$ cat src/rtl/pad_enc_pkg.sv
`default_nettype none
// ============================================================================
//  Module   : pad_enc_pkg
//  Brief    : Shared widths, types and the lowest-set-bit helper for the
//             16-pad keypad encoder.
//  Revision : 1.0 - initial release
// ============================================================================
package pad_enc_pkg;

  localparam int NUM_PADS = 16;
  localparam int CODE_W   = 4;

  typedef logic [CODE_W-1:0]   pad_code_t;
  typedef logic [NUM_PADS-1:0] pad_mask_t;

  // Index of the least-significant set bit; 0 when the mask is empty, so
  // callers must qualify the result with a non-zero test.
  function automatic pad_code_t lowest_set_index(input pad_mask_t m);
    pad_code_t idx;
    idx = '0;
    for (int i = NUM_PADS - 1; i >= 0; i--) begin
      if (m[i]) idx = pad_code_t'(i);
    end
    return idx;
  endfunction

endpackage
`default_nettype wire

$ cat src/rtl/pad_debounce.sv
`default_nettype none
// ============================================================================
//  Module   : pad_debounce
//  Brief    : One pad: 2-FF synchroniser, stability counter, debounced state
//             and single-cycle edge pulses of the debounced state.
//  Options  : PAD_RELEASE_EVENT_EN adds the falling-edge pulse output.
//  Revision : 1.0 - initial release
// ============================================================================
module pad_debounce #(
  parameter int DEB_CYCLES = 4
) (
  input  logic clk,
  input  logic rst_n,
  input  logic pad_raw,
  output logic state,
  output logic rise
`ifdef PAD_RELEASE_EVENT_EN
  ,
  output logic fall
`endif
);

  localparam int CNT_W = 8;

  logic [1:0]       sync;
  logic [CNT_W-1:0] cnt;
  logic             state_d;

  // Two-stage synchroniser for the asynchronous pad level.
  always_ff @(posedge clk or negedge rst_n) begin
    if (!rst_n) sync <= 2'b00;
    else        sync <= {sync[0], pad_raw};
  end

  // Count consecutive disagreeing samples; flip once DEB_CYCLES are seen.
  always_ff @(posedge clk or negedge rst_n) begin
    if (!rst_n) begin
      cnt   <= '0;
      state <= 1'b0;
    end else if (sync[1] != state) begin
      if (cnt == CNT_W'(DEB_CYCLES - 1)) begin
        state <= sync[1];
        cnt   <= '0;
      end else begin
        cnt <= cnt + 1'b1;
      end
    end else begin
      cnt <= '0;
    end
  end

  // Delayed copy gives the one-cycle edge pulses that feed the pending masks.
  always_ff @(posedge clk or negedge rst_n) begin
    if (!rst_n) state_d <= 1'b0;
    else        state_d <= state;
  end

  assign rise = state & ~state_d;
`ifdef PAD_RELEASE_EVENT_EN
  assign fall = ~state & state_d;
`endif

endmodule
`default_nettype wire

$ cat src/rtl/pad_encoder16.sv
`default_nettype none
// ============================================================================
//  Module   : pad_encoder16
//  Brief    : 16-pad keypad front end: debounce, press-event pending mask,
//             lowest-index arbiter and first-word-fall-through code FIFO
//             with a valid/ready output.
//  Options  : PAD_RELEASE_EVENT_EN queues release events too (code_release).
//  Revision : 1.0 - initial release
// ============================================================================
module pad_encoder16
  import pad_enc_pkg::*;
#(
  parameter int DEB_CYCLES = 4,
  parameter int FIFO_DEPTH = 4
) (
  input  logic                clk,
  input  logic                rst_n,
  input  logic [NUM_PADS-1:0] pad_in,
  output logic [CODE_W-1:0]   code_out,
  output logic                code_valid,
  input  logic                code_ready,
  output logic                overflow,
  output logic                pressed_any
`ifdef PAD_RELEASE_EVENT_EN
  ,
  output logic                code_release
`endif
);

  localparam int PTR_W = $clog2(FIFO_DEPTH);
`ifdef PAD_RELEASE_EVENT_EN
  localparam int ENTRY_W = CODE_W + 1;   // {release, code}
`else
  localparam int ENTRY_W = CODE_W;
`endif

  typedef logic [ENTRY_W-1:0] entry_t;

  pad_mask_t        deb_state;
  pad_mask_t        deb_rise;
  pad_mask_t        pending;
  pad_mask_t        grant;
  logic             drop_press;
  logic             drop_rel;

  entry_t           mem [FIFO_DEPTH];
  entry_t           head;
  entry_t           push_entry;
  logic [PTR_W-1:0] wr_ptr;
  logic [PTR_W-1:0] rd_ptr;
  logic [PTR_W:0]   count;
  logic             full;
  logic             push;
  logic             pop;

`ifdef PAD_RELEASE_EVENT_EN
  pad_mask_t        deb_fall;
  pad_mask_t        pending_rel;
  pad_mask_t        grant_rel;
`endif

  generate
    for (genvar i = 0; i < NUM_PADS; i++) begin : g_pad
      pad_debounce #(.DEB_CYCLES(DEB_CYCLES)) u_deb (
        .clk     (clk),
        .rst_n   (rst_n),
        .pad_raw (pad_in[i]),
        .state   (deb_state[i]),
        .rise    (deb_rise[i])
`ifdef PAD_RELEASE_EVENT_EN
        ,
        .fall    (deb_fall[i])
`endif
      );
    end
  endgenerate

  assign full       = (count == (PTR_W + 1)'(FIFO_DEPTH));
  assign code_valid = (count != '0);
  assign pop        = code_valid & code_ready;

  // Arbiter: one push per cycle, presses before releases, lowest index first.
  // A simultaneous pop frees the slot, so a full FIFO still accepts a push.
  always_comb begin
    push       = 1'b0;
    push_entry = '0;
    grant      = '0;
`ifdef PAD_RELEASE_EVENT_EN
    grant_rel  = '0;
`endif
    if (!full || pop) begin
      if (pending != '0) begin
        push                               = 1'b1;
        push_entry                         = entry_t'(lowest_set_index(pending));
        grant[lowest_set_index(pending)]   = 1'b1;
      end
`ifdef PAD_RELEASE_EVENT_EN
      else if (pending_rel != '0) begin
        push                                   = 1'b1;
        push_entry                             = {1'b1, lowest_set_index(pending_rel)};
        grant_rel[lowest_set_index(pending_rel)] = 1'b1;
      end
`endif
    end
  end

  // An event is lost only if its bit is still pending after this cycle's grant.
  assign drop_press = |(deb_rise & pending & ~grant);
`ifdef PAD_RELEASE_EVENT_EN
  assign drop_rel   = |(deb_fall & pending_rel & ~grant_rel);
`else
  assign drop_rel   = 1'b0;
`endif

  // Pending press mask and the overflow pulse.
  always_ff @(posedge clk or negedge rst_n) begin
    if (!rst_n) begin
      pending  <= '0;
      overflow <= 1'b0;
    end else begin
      pending  <= (pending & ~grant) | deb_rise;
      overflow <= drop_press | drop_rel;
    end
  end

`ifdef PAD_RELEASE_EVENT_EN
  // Pending release mask, same hold-until-granted behaviour as presses.
  always_ff @(posedge clk or negedge rst_n) begin
    if (!rst_n) pending_rel <= '0;
    else        pending_rel <= (pending_rel & ~grant_rel) | deb_fall;
  end
`endif

  // FIFO pointers and occupancy; pointers wrap naturally (depth is 2^n).
  always_ff @(posedge clk or negedge rst_n) begin
    if (!rst_n) begin
      wr_ptr <= '0;
      rd_ptr <= '0;
      count  <= '0;
    end else begin
      if (push) wr_ptr <= wr_ptr + 1'b1;
      if (pop)  rd_ptr <= rd_ptr + 1'b1;
      case ({push, pop})
        2'b10:   count <= count + 1'b1;
        2'b01:   count <= count - 1'b1;
        default: count <= count;
      endcase
    end
  end

  // FIFO storage; contents are don't-care until written, outputs are gated.
  always_ff @(posedge clk) begin
    if (push) mem[wr_ptr] <= push_entry;
  end

  assign head        = mem[rd_ptr];
  assign code_out    = code_valid ? head[CODE_W-1:0] : '0;
`ifdef PAD_RELEASE_EVENT_EN
  assign code_release = code_valid ? head[CODE_W] : 1'b0;
`endif

  // Debounced states are flops, so this OR adds no delay beyond debounce.
  assign pressed_any = |deb_state;

endmodule
`default_nettype wire

$ cat config.mk
export PLATFORM = sky130hd
export DESIGN_NAME = pad_encoder16
export DESIGN_NICKNAME = d
export VERILOG_FILES = /design/src/rtl/pad_enc_pkg.sv /design/src/rtl/pad_debounce.sv /design/src/rtl/pad_encoder16.sv
export SDC_FILE = /design/constraint.sdc
export NUM_CORES = 1
export LEC_CHECK = 0
export ABC_AREA = 1
export BUFFER_PORTS_ARGS = -buffer_cell sky130_fd_sc_hd__buf_2
export CELL_PAD_IN_SITES_DETAIL_PLACEMENT = 1
export CELL_PAD_IN_SITES_GLOBAL_PLACEMENT = 1
export CORE_ASPECT_RATIO = 0.5
export CORE_MARGIN = 1.5
export CORE_UTILIZATION = 48
export CTS_CLUSTER_SIZE = 30
export DETAILED_ROUTE_END_ITERATION = 12
export PLACE_DENSITY = 0.85
export SLEW_MARGIN = 20
export SYNTH_ARGS = -nofsm -noshare
export SYNTH_HDL_FRONTEND = slang
export SYNTH_SLANG_ARGS = --single-unit
export TNS_END_PERCENT = 5
$ cat constraint.sdc
create_clock -name clk -period 3.1 [get_ports clk]
set_clock_uncertainty 0.2 [all_clocks]
set_input_delay 0.62 -clock clk [delete_from_list [all_inputs] [get_ports clk]]
set_output_delay 0.62 -clock clk [all_outputs]
set_load 0.05 [all_outputs]
**After elaboration in Yosys (flattened, before gate mapping)**

Memory sizes are Yosys's and may differ from the RTL's.
Cells that the tools add are included.

- Bitwise operators: 38
- Add/subtract/negate cells: 20
- Multiplexer cells: 62
- Reductions and logical operators: 24
- $lt $le $gt $ge: 2
- Equal/unequal tests: 35

Operators by type and width:

| cell | number |
|---|---|
| 8-bit two-way mux | 32 |
| 8-bit by 1-bit adder with 8-bit output (second input constant) | 16 |
| 8-bit by 2-bit == test with 1-bit output (second input constant) | 16 |
| 4-bit two-way mux | 21 |
| 16-bit AND | 3 |
| 16-bit two-way mux | 2 |
| 2-bit AND reduction | 16 |
| 16-bit OR reduction | 2 |
| 1-bit AND | 17 |
| 1-bit != test | 16 |
| 1-bit NOT | 16 |
| 16-bit NOT | 1 |
| 16-bit bitwise OR | 1 |
| 16-bit nonzero test | 1 |
| 3-bit case mux with 2 select lines | 1 |
| 4-bit by 5-bit < comparator with 1-bit output (second input constant) | 1 |
| 1-bit two-way mux | 5 |
| 2-bit by 1-bit adder with 2-bit output (second input constant) | 2 |
| 1-bit demux with 4-bit select | 1 |
| 4-bit by 1-bit greater-or-equal comparator with 1-bit output (second input constant) | 1 |
| 3-bit by 1-bit adder with 3-bit output (second input constant) | 1 |
| 3-bit == test (second input constant) | 1 |
| 3-bit nonzero test | 1 |
| 3-bit by 1-bit subtractor with 3-bit output (second input constant) | 1 |
| other kinds (6) | 6 |

- RAM bits: 16
- Register bits after elaboration: 216
- Output and inout bits: 7
- Bits of input ports: 19
- Logic and storage cells: 251
- Memories kept: 1

Memory list:

| memory | depth | bits a word | rd ports | clocked after memory_dff | wr ports | line | RTL |
|---|---|---|---|---|---|---|---|
| mem | 4 | 4 | 1 | 0 | 1 | pad_encoder16.sv:46 | `entry_t mem [FIFO_DEPTH];` |

**Depth between registers and ports, before layout**

- Depth after elaboration: 27
- Mapped depth: 22
- Gate-level depth less buffers: 22

**Modules after synthesis**

Synthesis repeated with hierarchy kept, for this count alone.

- Cells, all modules: 1297
- Area, all modules: 11172.0 µm²

By module, submodules not included:

| module | cells each | area each (µm²) | seq. area each (µm²) | instances |
|---|---|---|---|---|
| pad_debounce | 65 | 561.8 | 300.3 | 16 |
| pad_encoder16 | 257 | 2183.3 | 1081.0 | 1 |

**Worst setup path before layout**

OpenSTA, ideal clock, no wires.

- Path kind: input -> register
- Start: input port code_ready
- End: register count[2]
- Setup time: 0.131 ns
- Setup slack: 0.467 ns
- Buffers on the path: 0
- Required time: 2.769 ns
- Stages: 11
- Arrival time: 2.302 ns
- Path through: inv_1 -> nand3_1 -> inv_1 -> nor2_1 -> a21oi_2 -> ha_1 -> inv_1 -> fa_1 -> a21oi_1 -> o21ai_0 -> xor2_1

- Cells in the longest elaborated chain, start to end: 5
- Elaborated cells between the ends (all ways): 7
- Classes of those cells: 2 x eq/ne; 2 x mux; 1 x bitwise; 2 x reduce/logical

RTL lines:

| what | line | RTL |
|---|---|---|
| from (decl) | pad_encoder16.sv:21 | `input logic code_ready,` |
| 1-bit AND (*) | pad_encoder16.sv:80 | `assign pop = code_valid & code_ready;` |
| 1-bit logical OR | pad_encoder16.sv:91 | `if (!full \|\| pop) begin` |
| 1-bit two-way mux | pad_encoder16.sv:91 |  |
| 2-bit by 1-bit == test with 1-bit output or 2-bit == test (tied branches) | pad_encoder16.sv:143 | `case ({push, pop})` |
| 3-bit case mux with 2 select lines or 2-bit nonzero test (tied branches) | -- |  |
| to (signal assigned) | pad_encoder16.sv:144 | `2'b10: count <= count + 1'b1;` |
| to (signal assigned) | pad_encoder16.sv:145 | `2'b01: count <= count - 1'b1;` |
| to (signal assigned) | pad_encoder16.sv:146 | `default: count <= count;` |
| to (decl) | pad_encoder16.sv:51 | `logic [PTR_W:0] count;` |

Mark *: on every way between the ends. The rest lies on a longest branch, timed or not.
A chain may end at the register's enable or synchronous reset.

**Worst setup path in the final report**

- Start: register g_pad[14].u_deb.state
- End: output port pressed_any

- Cells in the longest elaborated chain, start to end: 1

RTL lines:

| what | line | RTL |
|---|---|---|
| from (decl) | pad_debounce.sv:15 | `output logic state,` |
| from (signal assigned) | pad_debounce.sv:42 | `state <= sync[1];` |
| 16-bit OR reduction | pad_encoder16.sv:163 | `assign pressed_any = \|deb_state;` |
| to (decl) | pad_encoder16.sv:23 | `output logic pressed_any` |

No other way between the ends.

==> metrics <==
outcome complete, no violations; layout cells sized above 1 7.71%; Final Slew Violations 0; layout net count 1,207; Hold Violations, Final 0; root buffer cell clkbuf_16; first-pass GRT wire length 42.4 mm; initial antenna violation count 0; Remaining DRCs 0; period utilisation layout 94.8%; Worst-Margin Slew 689 ps; Die ar. 0.0220 sq mm; CTS Sinks 232; clk_lat worst skew 510 ps; Storage cell area 0.00589 sq mm; Detailed Route WL 24.8 mm; worst setup path class register to primary output; Avg Cell Area, Syn 9.08 sq um; drt pass-1 iters 4; Filler cells 2,385; Fin Hold WS 20.1 ps; Seq cells post-synth 232; Layout area overhead 12.7%; Critical Path Sink Type primary output; P_leak 5.22 nW; Combinational Power Share 27.4%; routed len/inst 17.1 um; fin crit period 2940 ps; Synth Area in Compound Gates 6.07%; Synthesized Nets 1,154; largest net degree at the start of global routing 74; max cap viols 0; Cells after Synth 1,113; GRT Util Overall 23.8%; crit-path max FO 5; H-tree levels 1; Netlist cell types 31; Max transition margin 53.6%; post-CTS sizing 0; Fin Setup TNS 0 ps; Area after DPL 0.0106 sq mm; XOR/XNOR Fraction of Synth Area 3.21%; Via Count 7,746; dpl cells 1,414; switching power 3.55 mW; Post-Synth Adder-Cell Area 2.80%; Finish-stage setup viols 0; # rows 37; sequential power share 44.2%; Antenna Nets Post-Route 0; Post-Syn Area 0.0101 sq mm; Die Ht 106 um; Pwr Density 857 mW/mm^2; placer congestion estimate 0.835; Peak VDD IR 0.349 mV; post-synthesis mux area share 0.223%; Simple-Gate Fraction of Synth Area 22.1%; CTS Buf Count 22; final core occ 55.3%; fin cells 1,453; vias in the first global route 8,750; Top Ports 26; Starting Density 49.0%; switch share 36.4%; crit path DAT 2120 ps; Final Instance Area 0.0114 sq mm; sequential cell area fraction in the yosys report 58.3%; vias per cell 5.33; Multi-input gate area 0.00347 sq mm; DRT iter0 DRCs 432; Clock transition at path regs 70 ps; clock network power share 28.4%; CP startpoint kind register; Overflow after GRT 0; core box area 0.0206 sq mm; Synthesis Warnings 0; # diodes 0; main combinational cell family by area after synthesis simple AND/OR/NAND/NOR gates; RSZ-0062 raised after global routing false; CTS tree built; number of port buffers 25; Int Pwr 6.21 mW; CP required 2280 ps; die width 208 um; Fmax 340 MHz; worst hold-check path type primary input to register; DP HPWL 17.7 mm; Bufs on Longest Clock Path 3
==> through the flow <==
stage	setup slack, ps	total power [mW]
after floorplan	467	6.09
after global placement	325	6.71
after detailed placement	272	7.00
after CTS	94.1	9.84
after global routing	87.0	10.4
final	161	9.76
==> Yosys cell counts (all sizes together) <==
cell type  count  area share (%)
a21boi         1            0.19
a21oi         79             4.0
a31oi          1           0.062
and3           1           0.062
clkbuf         1           0.037
dfrtp        216              53
edfxtp        16             4.8
fa             1            0.20
ha            21             2.6
inv          197             7.3
mux2           2            0.22
nand2        136             5.3
nand3         79             4.0
nand4         21             1.3
nor2         188             7.1
nor3          52             2.6
nor4          20             1.3
o21ai         35             1.7
o22ai          1           0.062
o31ai          1           0.074
or2            7            0.43
xnor2         22             1.9
xor2          15             1.3
==> cell families after synthesis <==
family	after synthesis
DFF	232
xor gates and xnor gates	37
AOI/OAI and AO/OA	118
buffers and inverters	198
and+or+nand+nor	504
muxes	2
adders and majority gates	22
==> worst max-delay path, cell delays in order (launching register included) <==
cell     delay (ps)
dfrtp_1         440
nor4_1          650
nand4_1         220
buf_2           290
==> power groups by stage <==
stage | clock, mW | sequential, mW | combinational [mW]
2_1_floorplan | 0 | 4.16 | 1.93
3_3_place_gp | 0 | 4.28 | 2.43
3_5_place_dp | 0 | 4.36 | 2.64
4_1_cts | 2.82 | 4.32 | 2.71
5_1_grt | 2.94 | 4.40 | 3.02
6_report | 2.77 | 4.32 | 2.67
==> metal layers <==
layer	vias up	GRT usage, %	routed length, um
met1	3896	29.3	10800
met5	-	0	0
li1	3674	-	-
met2	112	43.3	12600
met3	64	3.28	599
met4	0	8.24	790
==> cells in the final DEF, fill, tap and decap left out, drive strengths merged <==
cell / n
dfrtp: 216
inv: 197
nor2: 188
nand2: 136
a21oi: 79
nand3: 79
nor3: 52
o21ai: 35
clkbuf: 33
buf: 29
xnor2: 22
nand4: 21
ha: 21
nor4: 20
edfxtp: 16
xor2: 15
or2: 7
clkinv: 4
mux2: 2
a21boi: 1
a31oi: 1
o22ai: 1
o31ai: 1
and3: 1
fa: 1
bufinv: 1
dlygate4sd3: 1
==> final cells by class <==
| cell class | count | area share (%) |
|---|---|---|
| clock buffers | 33 | 6.09 |
| repair buffers | 30 | 1.76 |
| flip-flops and latches | 232 | 51.7 |
| inverters | 197 | 6.50 |
| well taps | 273 | 3.00 |
| clock inverters | 5 | 0.440 |
| multi-input cells | 683 | 30.5 |
==> sequential cells by signal, indices dropped and copies added, names as in the netlist <==
name                 flops
pending                 16
overflow                 1
wr_ptr                   2
g_pad.u_deb.sync        32
g_pad.u_deb.state_d     16
g_pad.u_deb.cnt        128
g_pad.u_deb.state       16
count                    3
mem                     16
rd_ptr                   2
==> worst paths after layout <==
kind                                                        start                               end  slack, ps  cells after the start
worst min register to register   g_pad[4].u_deb.sync[0]$_DFF_PN0_  g_pad[4].u_deb.sync[1]$_DFF_PN0_        150                      0
worst min-delay path                                    pad_in[9]  g_pad[9].u_deb.sync[0]$_DFF_PN0_         20                      1
min in group asynchronous                                   rst_n  g_pad[9].u_deb.sync[1]$_DFF_PN0_        470                      2
worst max register to register               count[0]$_DFFE_PN0P_              count[2]$_DFFE_PN0P_        540                     11
worst max-delay path            g_pad[14].u_deb.state$_DFFE_PN0P_                       pressed_any        160                      3
max in group asynchronous                                   rst_n   g_pad[7].u_deb.cnt[5]$_DFF_PN0_       1330                      3
==> timing repair <==
item / in CTS / in global routing
hold buffers: 1 / 0
setup buffers: 0 / 0
hold endpoints to repair: 70 / 0
No activity file was read; power rests on OpenSTA's default activity.
